[config.mk]
export PLATFORM = sky130hd
export DESIGN_NAME = uop_sequencer
export DESIGN_NICKNAME = d
export VERILOG_FILES = /design/src/rtl/uop_sequencer.sv
export SDC_FILE = /design/constraint.sdc
export NUM_CORES = 1
export LEC_CHECK = 0
export ABC_AREA = 1
export BUFFER_PORTS_ARGS = -buffer_cell sky130_fd_sc_hd__buf_2
export CORE_ASPECT_RATIO = 1.75
export CORE_UTILIZATION = 45
export DETAILED_ROUTE_END_ITERATION = 6
export PLACE_DENSITY_LB_ADDON = 0.12
export SKIP_CTS_REPAIR_TIMING = 1
export SYNTH_ARGS = -nofsm -noshare
export SYNTH_HDL_FRONTEND = slang
export SYNTH_SLANG_ARGS = --single-unit
[constraint.sdc]
create_clock -name clk -period 1.4 [get_ports clk]
set_clock_uncertainty 0.1 [all_clocks]
set_input_delay 0.21 -clock clk [delete_from_list [all_inputs] [get_ports clk]]
set_output_delay 0.21 -clock clk [all_outputs]
set_load 0.01 [all_outputs]
[src/rtl/uop_sequencer.sv]
`default_nettype none
// ============================================================================
// Module      : uop_sequencer
// Description : Microcode sequencer for the curve point-arithmetic engine.
//               Walks a registered microprogram ROM, evaluates each micro-op's
//               execution condition against the CMP-derived flags, and issues
//               enabled micro-ops to the datapath over a valid/ready handshake.
// Revision    : 1.0 - initial release
// ============================================================================
module uop_sequencer #(
    parameter int ADDR_W = 6
) (
    input  logic              clk,
    input  logic              rst_n,
    input  logic              ena,
    output logic              rdy,
    output logic [ADDR_W-1:0] rom_addr,
    input  logic [19:0]       rom_data,
    output logic              op_ena,
    output logic [3:0]        op_code,
    output logic [4:0]        op_src1,
    output logic [4:0]        op_src2,
    output logic [3:0]        op_dst,
    input  logic              op_rdy,
    input  logic              cmp_eq
);

    // Encodings shared with the microcode header
    localparam logic [3:0] C_OP_RDY         = 4'h0;
    localparam logic [3:0] C_OP_CMP         = 4'h5;
    localparam logic [4:0] C_SRC_PZ         = 5'd8;
    localparam logic [4:0] C_SRC_T1         = 5'd11;
    localparam logic [4:0] C_SRC_T2         = 5'd12;
    localparam logic [1:0] C_COND_ALWAYS    = 2'd0;
    localparam logic [1:0] C_COND_PZT1T2_0XX = 2'd1;
    localparam logic [1:0] C_COND_PZT1T2_100 = 2'd2;
    localparam logic [1:0] C_COND_PZT1T2_101 = 2'd3;

    localparam logic [ADDR_W-1:0] C_PC_LAST = {ADDR_W{1'b1}};
    localparam logic [ADDR_W-1:0] C_PC_ONE  = {{(ADDR_W-1){1'b0}}, 1'b1};

    typedef enum logic [2:0] {
        S_IDLE   = 3'd0,
        S_FETCH  = 3'd1,
        S_DECODE = 3'd2,
        S_ISSUE  = 3'd3,
        S_WAIT   = 3'd4
    } state_t;

    state_t            r_state;
    state_t            w_state_nxt;
    logic              r_ena_dly;
    logic [ADDR_W-1:0] r_pc;
    logic              r_pz_nz;
    logic              r_t1_nz;
    logic              r_t2_nz;
    logic [3:0]        r_op_code;
    logic [4:0]        r_op_src1;
    logic [4:0]        r_op_src2;
    logic [3:0]        r_op_dst;

    logic              w_start;
    logic              w_pc_last;
    logic              w_cond_ok;
    logic              w_dec_rdy;
    logic              w_dec_issue;
    logic              w_dec_skip;
    logic              w_wait_done;
    logic [3:0]        w_dec_code;
    logic [1:0]        w_dec_cond;

    assign w_start     = ena & ~r_ena_dly;
    assign w_pc_last   = (r_pc == C_PC_LAST);
    assign w_dec_code  = rom_data[19:16];
    assign w_dec_cond  = rom_data[1:0];
    assign w_dec_rdy   = (r_state == S_DECODE) && (w_dec_code == C_OP_RDY);
    assign w_dec_issue = (r_state == S_DECODE) && (w_dec_code != C_OP_RDY) && w_cond_ok;
    assign w_dec_skip  = (r_state == S_DECODE) && (w_dec_code != C_OP_RDY) && !w_cond_ok;
    assign w_wait_done = (r_state == S_WAIT) && op_rdy;

    // Execution condition of the micro-op currently on the ROM output
    always_comb begin
        w_cond_ok = 1'b0;
        case (w_dec_cond)
            C_COND_ALWAYS:     w_cond_ok = 1'b1;
            C_COND_PZT1T2_0XX: w_cond_ok = !r_pz_nz;
            C_COND_PZT1T2_100: w_cond_ok = r_pz_nz & !r_t1_nz & !r_t2_nz;
            C_COND_PZT1T2_101: w_cond_ok = r_pz_nz & !r_t1_nz & r_t2_nz;
            default:           w_cond_ok = 1'b0;
        endcase
    end

    // State register
    always_ff @(posedge clk or negedge rst_n) begin
        if (!rst_n) begin
            r_state <= S_IDLE;
        end else begin
            r_state <= w_state_nxt;
        end
    end

    // Next-state logic; the last ROM address is terminal so pc never wraps
    always_comb begin
        w_state_nxt = r_state;
        case (r_state)
            S_IDLE: begin
                if (w_start) begin
                    w_state_nxt = S_FETCH;
                end
            end
            S_FETCH: begin
                w_state_nxt = S_DECODE;
            end
            S_DECODE: begin
                if (w_dec_code == C_OP_RDY) begin
                    w_state_nxt = S_IDLE;
                end else if (!w_cond_ok) begin
                    w_state_nxt = w_pc_last ? S_IDLE : S_FETCH;
                end else begin
                    w_state_nxt = S_ISSUE;
                end
            end
            S_ISSUE: begin
                w_state_nxt = S_WAIT;
            end
            S_WAIT: begin
                if (op_rdy) begin
                    w_state_nxt = w_pc_last ? S_IDLE : S_FETCH;
                end
            end
            default: begin
                w_state_nxt = S_IDLE;
            end
        endcase
    end

    // Start-edge detector; tracks ena every cycle so a held level never restarts
    always_ff @(posedge clk or negedge rst_n) begin
        if (!rst_n) begin
            r_ena_dly <= 1'b0;
        end else begin
            r_ena_dly <= ena;
        end
    end

    // Program counter: cleared on start, advanced after a skip or a completed op
    always_ff @(posedge clk or negedge rst_n) begin
        if (!rst_n) begin
            r_pc <= '0;
        end else if ((r_state == S_IDLE) && w_start) begin
            r_pc <= '0;
        end else if ((w_dec_skip || w_wait_done) && !w_pc_last) begin
            r_pc <= r_pc + C_PC_ONE;
        end
    end

    // Zero/non-zero flags, written by CMP completion according to src1
    always_ff @(posedge clk or negedge rst_n) begin
        if (!rst_n) begin
            r_pz_nz <= 1'b0;
            r_t1_nz <= 1'b0;
            r_t2_nz <= 1'b0;
        end else if ((r_state == S_IDLE) && w_start) begin
            r_pz_nz <= 1'b0;
            r_t1_nz <= 1'b0;
            r_t2_nz <= 1'b0;
        end else if (w_wait_done && (r_op_code == C_OP_CMP)) begin
            if (r_op_src1 == C_SRC_PZ) begin
                r_pz_nz <= ~cmp_eq;
            end
            if (r_op_src1 == C_SRC_T1) begin
                r_t1_nz <= ~cmp_eq;
            end
            if (r_op_src1 == C_SRC_T2) begin
                r_t2_nz <= ~cmp_eq;
            end
        end
    end

    // Issued fields, held stable from ISSUE until the next issued micro-op
    always_ff @(posedge clk or negedge rst_n) begin
        if (!rst_n) begin
            r_op_code <= '0;
            r_op_src1 <= '0;
            r_op_src2 <= '0;
            r_op_dst  <= '0;
        end else if (w_dec_issue) begin
            r_op_code <= rom_data[19:16];
            r_op_src1 <= rom_data[15:11];
            r_op_src2 <= rom_data[10:6];
            r_op_dst  <= rom_data[5:2];
        end
    end

    assign rdy      = (r_state == S_IDLE);
    assign op_ena   = (r_state == S_ISSUE);
    assign rom_addr = r_pc;
    assign op_code  = r_op_code;
    assign op_src1  = r_op_src1;
    assign op_src2  = r_op_src2;
    assign op_dst   = r_op_dst;

    // The RDY decode is folded into the next-state logic; keep it observable
    logic w_unused;
    assign w_unused = w_dec_rdy;

endmodule
`default_nettype wire

==> impl_table.tex, run 1 <==
\begin{tabular}{lr}
\hline
Metric & Value \\
\hline
\multicolumn{2}{l}{\textbf{Run status}} \\
Result of the run & complete, but fails checks \\
Failing checks & setup timing \\
\multicolumn{2}{l}{\textbf{Timing}} \\
Highest clock frequency the design can meet & approximately 700 MHz \\
Max-slew violation total from the final report & 0 \\
Hold violation count in the final report & 0 \\
Part of the cycle the worst path needs & 100.6\% \\
Tmin final & 1.408 ns \\
Worst-Margin Slew & 0.3796 ns \\
Final setup slack of the worst path & -0.007769 ns \\
Post-Route Hold Slack & 0.04542 ns \\
Max-slew headroom & 74.46\% \\
Setup violations, final & 1 \\
Unrepaired setup endpoints after global routing & yes \\
\multicolumn{2}{l}{\textbf{Worst hold path}} \\
Startpoint of the tightest hold check path & rom\_data[9] \\
Worst hold endpoint & op\_src2[3] \\
Class of the tightest hold or removal check & in2reg \\
Hold path depth & 3 \\
\multicolumn{2}{l}{\textbf{Setup path}} \\
Start-to-end type of the worst setup path & reg2out \\
List of cells traversed by the critical path & nor2\_2 -> nand2\_2 -> inv\_2 -> buf\_6 \\
Worst-path fanout max & 4 \\
Cell type of the slowest stage on the worst timing path & dfrtp\_1 \\
Delay of the slowest cell on the worst path & approximately 0.42 ns \\
Register-to-register path setup slack & 0.04 ns \\
CP top delay family & flip-flops \\
Arrival time of the worst setup path & between 1 and 1.5 ns \\
Critical Path Sink Type & primary output \\
Worst endpoint required time & 1.09 ns \\
Worst flop-to-flop path startpoint & r\_state[0] \\
Worst R2R Path Depth & 7 \\
Number of buffer and inverter instances along the worst setup path & 2 \\
R2r endpoint & op\_src1[1] \\
Startpoint class of the critical path & flop \\
\multicolumn{2}{l}{\textbf{Placement}} \\
Final Wtd Congestion & 0.8076 \\
Buffers on Ports & 50 \\
HPWL reported at the end of detailed placement & 2532 um \\
Placed cells & 296 \\
\multicolumn{2}{l}{\textbf{Floorplan}} \\
Boundary pin count & 51 \\
Y dimension of the die & $\sim$80 um \\
Full die area & 3747 um2 \\
Core area & roughly 3400 um2 \\
Initial cell density of the core & 46.80\% \\
Die extent in x & roughly 47 um \\
Core Rows & 28 \\
\multicolumn{2}{l}{\textbf{Drt}} \\
Wire length per cell after detailed routing & 11.58 um \\
Detailed Routing Iterations Pass 1 & 4 \\
DRC viols & 0 \\
Routed wire length & 3589 um \\
Violation count after the first detailed-routing iteration & 32 \\
Antenna Violating Nets Remaining & 0 \\
Vias per cell & 4.810 \\
Via count & around 1,500 \\
\multicolumn{2}{l}{\textbf{Clocking}} \\
Clock Pin Slew Worst Setup and Hold Paths & 0.07 ns \\
TritonCTS clock tree & done \\
Clock latency at the later pin of the worst-skew pair & between 0.2 and 0.3 ns \\
Clock net sink count & 31 \\
CTS root buf & clkbuf\_8 \\
Total clock buffers created by CTS & 5 \\
Maximum number of buffers from clock root to sink & 2 \\
Number of H-tree levels & 2 \\
\multicolumn{2}{l}{\textbf{Global routing}} \\
Total track usage & 20.50\% \\
Initial antenna violation count & 0 \\
Grt total ovfl & 0 \\
Number of global-route vias before repair & between 1,000 and 1,500 \\
Global-route wire length before repair & 5423 um \\
Pin count of the biggest net entering global routing & 32 \\
\multicolumn{2}{l}{\textbf{Power}} \\
Leakage power summed over all cells & 1.244 nW \\
Peak supply drop & 1189 uV \\
Areal power density over the cells & around 1800 nW/um2 \\
Post-route total power & 4.007 mW \\
\multicolumn{2}{l}{\textbf{Synth}} \\
Synthesized cell area & 1574 um2 \\
Count of state elements after synthesis & 31 \\
Share of the yosys chip area belonging to registers & 49.28\% \\
Syn Nets & 215 \\
Average cell area after synthesis & 8.328 um2 \\
Synthesized instance count & 189 \\
Yosys Warn Count & 0 \\
Number of unique standard cell types used by synthesis & 26 \\
\multicolumn{2}{l}{\textbf{Final layout}} \\
Count of inserted antenna diode cells & 0 \\
Number of nets at the end of the flow & 290 \\
Non-filler cells in the finished layout & 310 \\
Share of post-route cells with drive strength above 1 & 49.43\% \\
Signed area change from the synthesized netlist to the final layout & 45.07\% \\
\multicolumn{2}{l}{\textbf{Run}} \\
Max capacitance violation total & 0 \\
\hline
\end{tabular}
## cells in the mapped netlist
master / instances / area [um2]
nor2_4: 2 / 22.52
buf_6: 1 / 11.26
nand2_2: 3 / 18.77
o31ai_1: 1 / 7.510
dfrtp_1: 31 / 775.7
o21ai_2: 1 / 8.760
ha_1: 1 / 12.51
nand2_1: 48 / 180.2
nor4_1: 1 / 6.260
nor2_1: 13 / 48.80
o21ai_1: 6 / 30.03
xor2_1: 3 / 26.28
o21ai_0: 3 / 15.01
inv_2: 9 / 33.78
inv_1: 19 / 71.32
buf_4: 2 / 15.01
o22ai_1: 2 / 12.51
nand3_1: 22 / 110.1
nor3_1: 1 / 5.000
nand4_1: 6 / 37.54
nand2_4: 4 / 45.04
buf_2: 2 / 10.01
nand3_2: 2 / 20.02
a21oi_2: 4 / 35.03
nor2_2: 1 / 6.260
xnor2_1: 1 / 8.760
## sequential cells by signal, summed over array words and instances, names as in the netlist
| register | cells |
|---|---|
| rom_addr | 6 |
| r_ena_dly | 1 |
| r_state | 3 |
| r_t1_nz | 1 |
| r_t2_nz | 1 |
| r_pz_nz | 1 |
| op_code | 4 |
| op_src1 | 5 |
| op_dst | 4 |
| op_src2 | 5 |
## through the flow
step,setup slack [ns],setup TNS [ns],util (%),cell area (um2)
final,-0.007769,-0.007769,67.89,2283
after global routing,-0.09738,-1.352,67.89,2283
after CTS,-0.07906,-0.1491,62.02,2086
after detailed placement,0.005932,0,59.38,1997
after global placement,-0.009034,-0.01038,59.38,1997
after floorplan,-0.03489,-0.03489,-,1574
## worst min-delay path, cell delays in order
cell     delay, ns
buf_2         0.07
nand3_1       0.06
nand2_1       0.06
## cell usage in the layout, fill, tap and decap left out, types with 2 or more instances in the layout
master	count
clkinvlp_4	2
clkbuf_8	5
buf_12	2
buf_2	49
inv_2	9
nand3_2	3
nand3_1	21
o21ai_1	5
a21oi_2	4
dlygate4sd3_1	2
nand2_2	16
dfrtp_1	31
buf_4	13
nor2_1	7
o22ai_1	2
nor2_4	6
xor2_1	3
nand4_1	6
inv_1	19
nor2_2	3
buf_6	6
o21ai_2	3
nand2_4	7
o21ai_0	2
nand2_1	32
## power by group
group	leakage, nW	total (mW)	internal [mW]	switching, mW
sequential	0.393	1.45	1.21	0.239
combinational	0.811	1.86	0.850	1.01
clock	0.0402	0.699	0.345	0.353
total	1.24	4.01	2.41	1.60
## final cells by class
class,count,area [um2]
fillers,304,1080
flip-flops and latches,31,775.7
multi-input cells,125,762.0
repair buffers,73,495.5
inverters,28,105.1
clock buffers,5,68.82
well taps,45,56.30
clock inverters,3,20.02
## routing by layer
layer	up-vias	wire [um]	track usage (%)
met5	-	0	0
li1	751	-	-
met2	41	1958	34.31
met3	10	137	5.393
met4	0	104	10.00
met1	689	1388	22.82
## cells by family (layout without fill, tap and decap cells)
family          after synthesis  in the layout  share of synthesized area, %
fa+ha+maj                     1              1                        0.7948
flops                        31             31                         49.28
xor+xnor                      4              4                         2.226
simple gates                103            103                         31.80
buf+inv                      33            109                         8.982
compound gates               17             17                         6.915
## worst max path at each step
stage,startpoint,to,slack (ns),cells after the start
after CTS,r_state[1],rdy,-0.08,4
after floorplan,rom_addr[0],r_state[0],-0.03,8
after global placement,r_state[0],rom_addr[0],-0.009,8
after global routing,r_state[0],r_t2_nz,-0.1,9
final,r_state[1],rdy,-0.008,4
after detailed placement,r_state[0],rom_addr[0],0.006,8
(Power assumes the default switching activity.)
==> run 2: changes to the inputs <==
clock period = 1.2 ns   (was 1.4 ns; I/O delays follow)
==> run 2 against run 1 <==
  * The flow still finishes with violations (setup timing)
  * Largest power group unchanged
  * Worst hold slack worse by 0.018 ns
  * Highest routed layer unchanged
  * Die area is the same
  * Sequential cell count unchanged
==> impl_table.tex, run 2 (synthesis results as in run 1) <==
\begin{tabular}{lr}
\hline
Metric & Value \\
\hline
\multicolumn{2}{l}{\textbf{Run status}} \\
Result of the run & complete, but fails checks (unchanged) \\
Failing checks & setup timing (unchanged) \\
\multicolumn{2}{l}{\textbf{Placement}} \\
Placed cells & 312 (was 296) \\
Final Wtd Congestion & 0.7759 (was 0.8076) \\
Buffers on Ports & 50 (unchanged) \\
Minimum setup slack after placement & -0.1903 ns (was 0.005932 ns) \\
HPWL reported at the end of detailed placement & 2823 um (was 2532 um) \\
\multicolumn{2}{l}{\textbf{Timing}} \\
Part of the cycle the worst path needs & 122.6\% \\
Setup violations, final & 34 (was 1) \\
Max-slew headroom & 68.90\% (was 74.46\%) \\
Hold violation count in the final report & 0 (unchanged) \\
Worst-Margin Slew & 0.4623 ns (was 0.3796 ns) \\
Highest clock frequency the design can meet & 679.8 MHz \\
Final setup slack of the worst path & -0.2709 ns (was -0.007769 ns) \\
Max-slew violation total from the final report & 0 (unchanged) \\
Setup TNS after final layout & -5.560 ns (was -0.007769 ns) \\
Tmin final & 1.471 ns \\
Unrepaired setup endpoints after global routing & yes (unchanged) \\
\multicolumn{2}{l}{\textbf{Drt}} \\
Violation count after the first detailed-routing iteration & 29 (was 32) \\
Detailed Routing Iterations Pass 1 & 4 (unchanged) \\
Via count & 1,564 (was 1,491) \\
Wire length per cell after detailed routing & 11.50 um (was 11.58 um) \\
Antenna Violating Nets Remaining & 0 (unchanged) \\
DRC viols & 0 (unchanged) \\
Routed wire length & 3762 um (was 3589 um) \\
Vias per cell & 4.783 (was 4.810) \\
\multicolumn{2}{l}{\textbf{Setup path}} \\
Worst-path fanout max & 4 (unchanged) \\
Startpoint class of the critical path & flop (unchanged) \\
Arrival time of the worst setup path & 1.19 ns (was 1.10 ns) \\
CP top delay family & flip-flops (unchanged) \\
Worst endpoint required time & 0.92 ns (was 1.09 ns) \\
CP Depth & 5 (was 4) \\
List of cells traversed by the critical path & nor2\_2 -> nand2\_1 -> inv\_2 -> buf\_6 -> buf\_6 (was nor2\_2 -> nand2\_2 -> inv\_2 -> buf\_6) \\
Delay of the slowest cell on the worst path & 0.42 ns (about the same) \\
Worst flop-to-flop path startpoint & r\_state[0] (unchanged) \\
Worst setup startpoint & r\_state[1] (unchanged) \\
Number of buffer and inverter instances along the worst setup path & 3 (was 2) \\
Worst R2R Path Depth & 8 (was 7) \\
Cell with the most instances on the worst path & buf\_6 \\
Start-to-end type of the worst setup path & reg2out (unchanged) \\
Critical Path Sink Type & primary output (unchanged) \\
Cell type of the slowest stage on the worst timing path & dfrtp\_1 (unchanged) \\
\multicolumn{2}{l}{\textbf{Worst hold path}} \\
Startpoint of the tightest hold check path & rom\_data[7] (was rom\_data[9]) \\
Hold path depth & 3 (unchanged) \\
Class of the tightest hold or removal check & in2reg (unchanged) \\
\multicolumn{2}{l}{\textbf{Final layout}} \\
Util after Layout & 72.58\% (was 67.89\%) \\
Number of nets at the end of the flow & 307 (was 290) \\
Filler Cell Count & 296 (was 304) \\
Non-filler cells in the finished layout & 327 (was 310) \\
Count of inserted antenna diode cells & 0 (unchanged) \\
Area taken by flip-flops and latches & 777.0 um2 (was 775.7 um2) \\
Max reg flops & 6 (unchanged) \\
Commonest non-fill, non-tap cells in the layout & nand2\_1, buf\_2, dfrtp\_1, buf\_4, inv\_1 (was buf\_2, nand2\_1, dfrtp\_1, nand3\_1, inv\_1) \\
Total area of multi-input combinational cells & 718.2 um2 (was 762.0 um2) \\
Signed area change from the synthesized netlist to the final layout & 55.09\% (was 45.07\%) \\
Commonest non-fill, non-tap cell in the layout & nand2\_1 (was buf\_2) \\
Share of post-route cells with drive strength above 1 & 48.58\% (was 49.43\%) \\
\multicolumn{2}{l}{\textbf{Clocking}} \\
Clock latency at the later pin of the worst-skew pair & 0.28 ns (was 0.29 ns) \\
Maximum number of buffers from clock root to sink & 2 (unchanged) \\
TritonCTS clock tree & done (unchanged) \\
CTS root buf & clkbuf\_8 (unchanged) \\
Number of H-tree levels & 2 (unchanged) \\
Clock Pin Slew Worst Setup and Hold Paths & 0.06 ns (was 0.07 ns) \\
Clock net sink count & 31 (unchanged) \\
Total clock buffers created by CTS & 5 (unchanged) \\
\multicolumn{2}{l}{\textbf{Floorplan}} \\
Boundary pin count & 51 (unchanged) \\
Core area & 3363 um2 (unchanged) \\
Full die area & 3747 um2 (unchanged) \\
Core Rows & 28 (unchanged) \\
Y dimension of the die & 80.24 um (unchanged) \\
Initial cell density of the core & 46.80\% (unchanged) \\
Die extent in x & 46.71 um (unchanged) \\
\multicolumn{2}{l}{\textbf{Power}} \\
Reported net switching power & 1.896 mW (was 1.599 mW) \\
Post-route total power & 5.283 mW (was 4.007 mW) \\
Peak supply drop & 1333 uV (was 1189 uV) \\
Part of the total power dissipated in the clock network & 19.9\% (was 17.4\%) \\
Areal power density over the cells & 2164 nW/um2 (was 1755 nW/um2) \\
Leakage power summed over all cells & 1.346 nW (was 1.244 nW) \\
Switching Share & 35.89\% (was 39.92\%) \\
Int Power & 3.387 mW (was 2.407 mW) \\
Share of total power in sequential cells & 31.5\% (was 36.2\%) \\
Combinational Power Share & 48.6\% (was 46.3\%) \\
\multicolumn{2}{l}{\textbf{Global routing}} \\
Total track usage & 21.11\% (was 20.50\%) \\
Number of global-route vias before repair & 1,419 (was 1,331) \\
Global-route wire length before repair & 5664 um (was 5423 um) \\
Pin count of the biggest net entering global routing & 18 (was 32) \\
Initial antenna violation count & 0 (unchanged) \\
Grt total ovfl & 0 (unchanged) \\
\multicolumn{2}{l}{\textbf{Run}} \\
Max capacitance violation total & 0 (unchanged) \\
\hline
\end{tabular}
-- run 2: changes by cell type in the layout (fill, tap and decap cells not counted), sizes merged --
| cell | previous run | this run |
|---|---|---|
| bufinv | 0 | 1 |
| clkinvlp | 2 | 0 |
| buf | 70 | 88 |
-- run 2: power groups by stage --
stage | Combinational (mW) | Clock (mW) | Sequential (mW)
finish | 2.57 | 1.05 | 1.66
global route | 2.84 | 1.12 | 1.71
CTS | 2.17 | 1.07 | 1.64
detailed placement | 2.17 | 0 | 1.65
global placement | 2.12 | 0 | 1.65
floorplan | 0.970 | 0 | 1.83
-- run 2: per-layer routing --
layer  wire [um]  part of all wire [%]  GRT usage (%)
met3         115                   3.1          4.045
met5           0                     0              0
met4          38                   1.0          8.571
met1        1387                    37          23.48
met2        2221                    59          37.08
-- run 2: worst paths after layout --
check                              endpoint  slack (ns)
worst min register to register   op_src2[3]        0.37
worst min-delay path             op_src2[1]        0.03
worst max-delay path                    rdy       -0.27
max in group asynchronous         op_dst[0]        0.34
worst max register to register  rom_addr[5]       -0.24
min in group asynchronous       rom_addr[2]        0.24
-- run 2: final cells by class --
class,instances,area share (%)
Clock buffer,6,3.383
Multi-Input combinational cell,125,29.42
Tap cell,45,2.307
Timing Repair Buffer,90,27.11
Inverter,28,4.511
Sequential cell,31,31.83
Clock inverter,2,1.435
-- run 2: metrics by stage --
| stage | cell area [um2] | hold WS [ns] |
|---|---|---|
| floorplan | 1599 | -0.2156 |
| global placement | 2138 | 0.02135 |
| detailed placement | 2138 | 0.02057 |
| CTS | 2256 | -0.2807 |
| global route | 2441 | 0.02687 |
| finish | 2441 | 0.02758 |
-- run 2: worst reg2reg max path, delay by kind of cell, from the launching register on --
| family | cells | cell delay, ns |
|---|---|---|
| buffers and inverters | 1 | 0.10 |
| DFF | 1 | 0.41 |
| and+or+nand+nor | 7 | 0.72 |
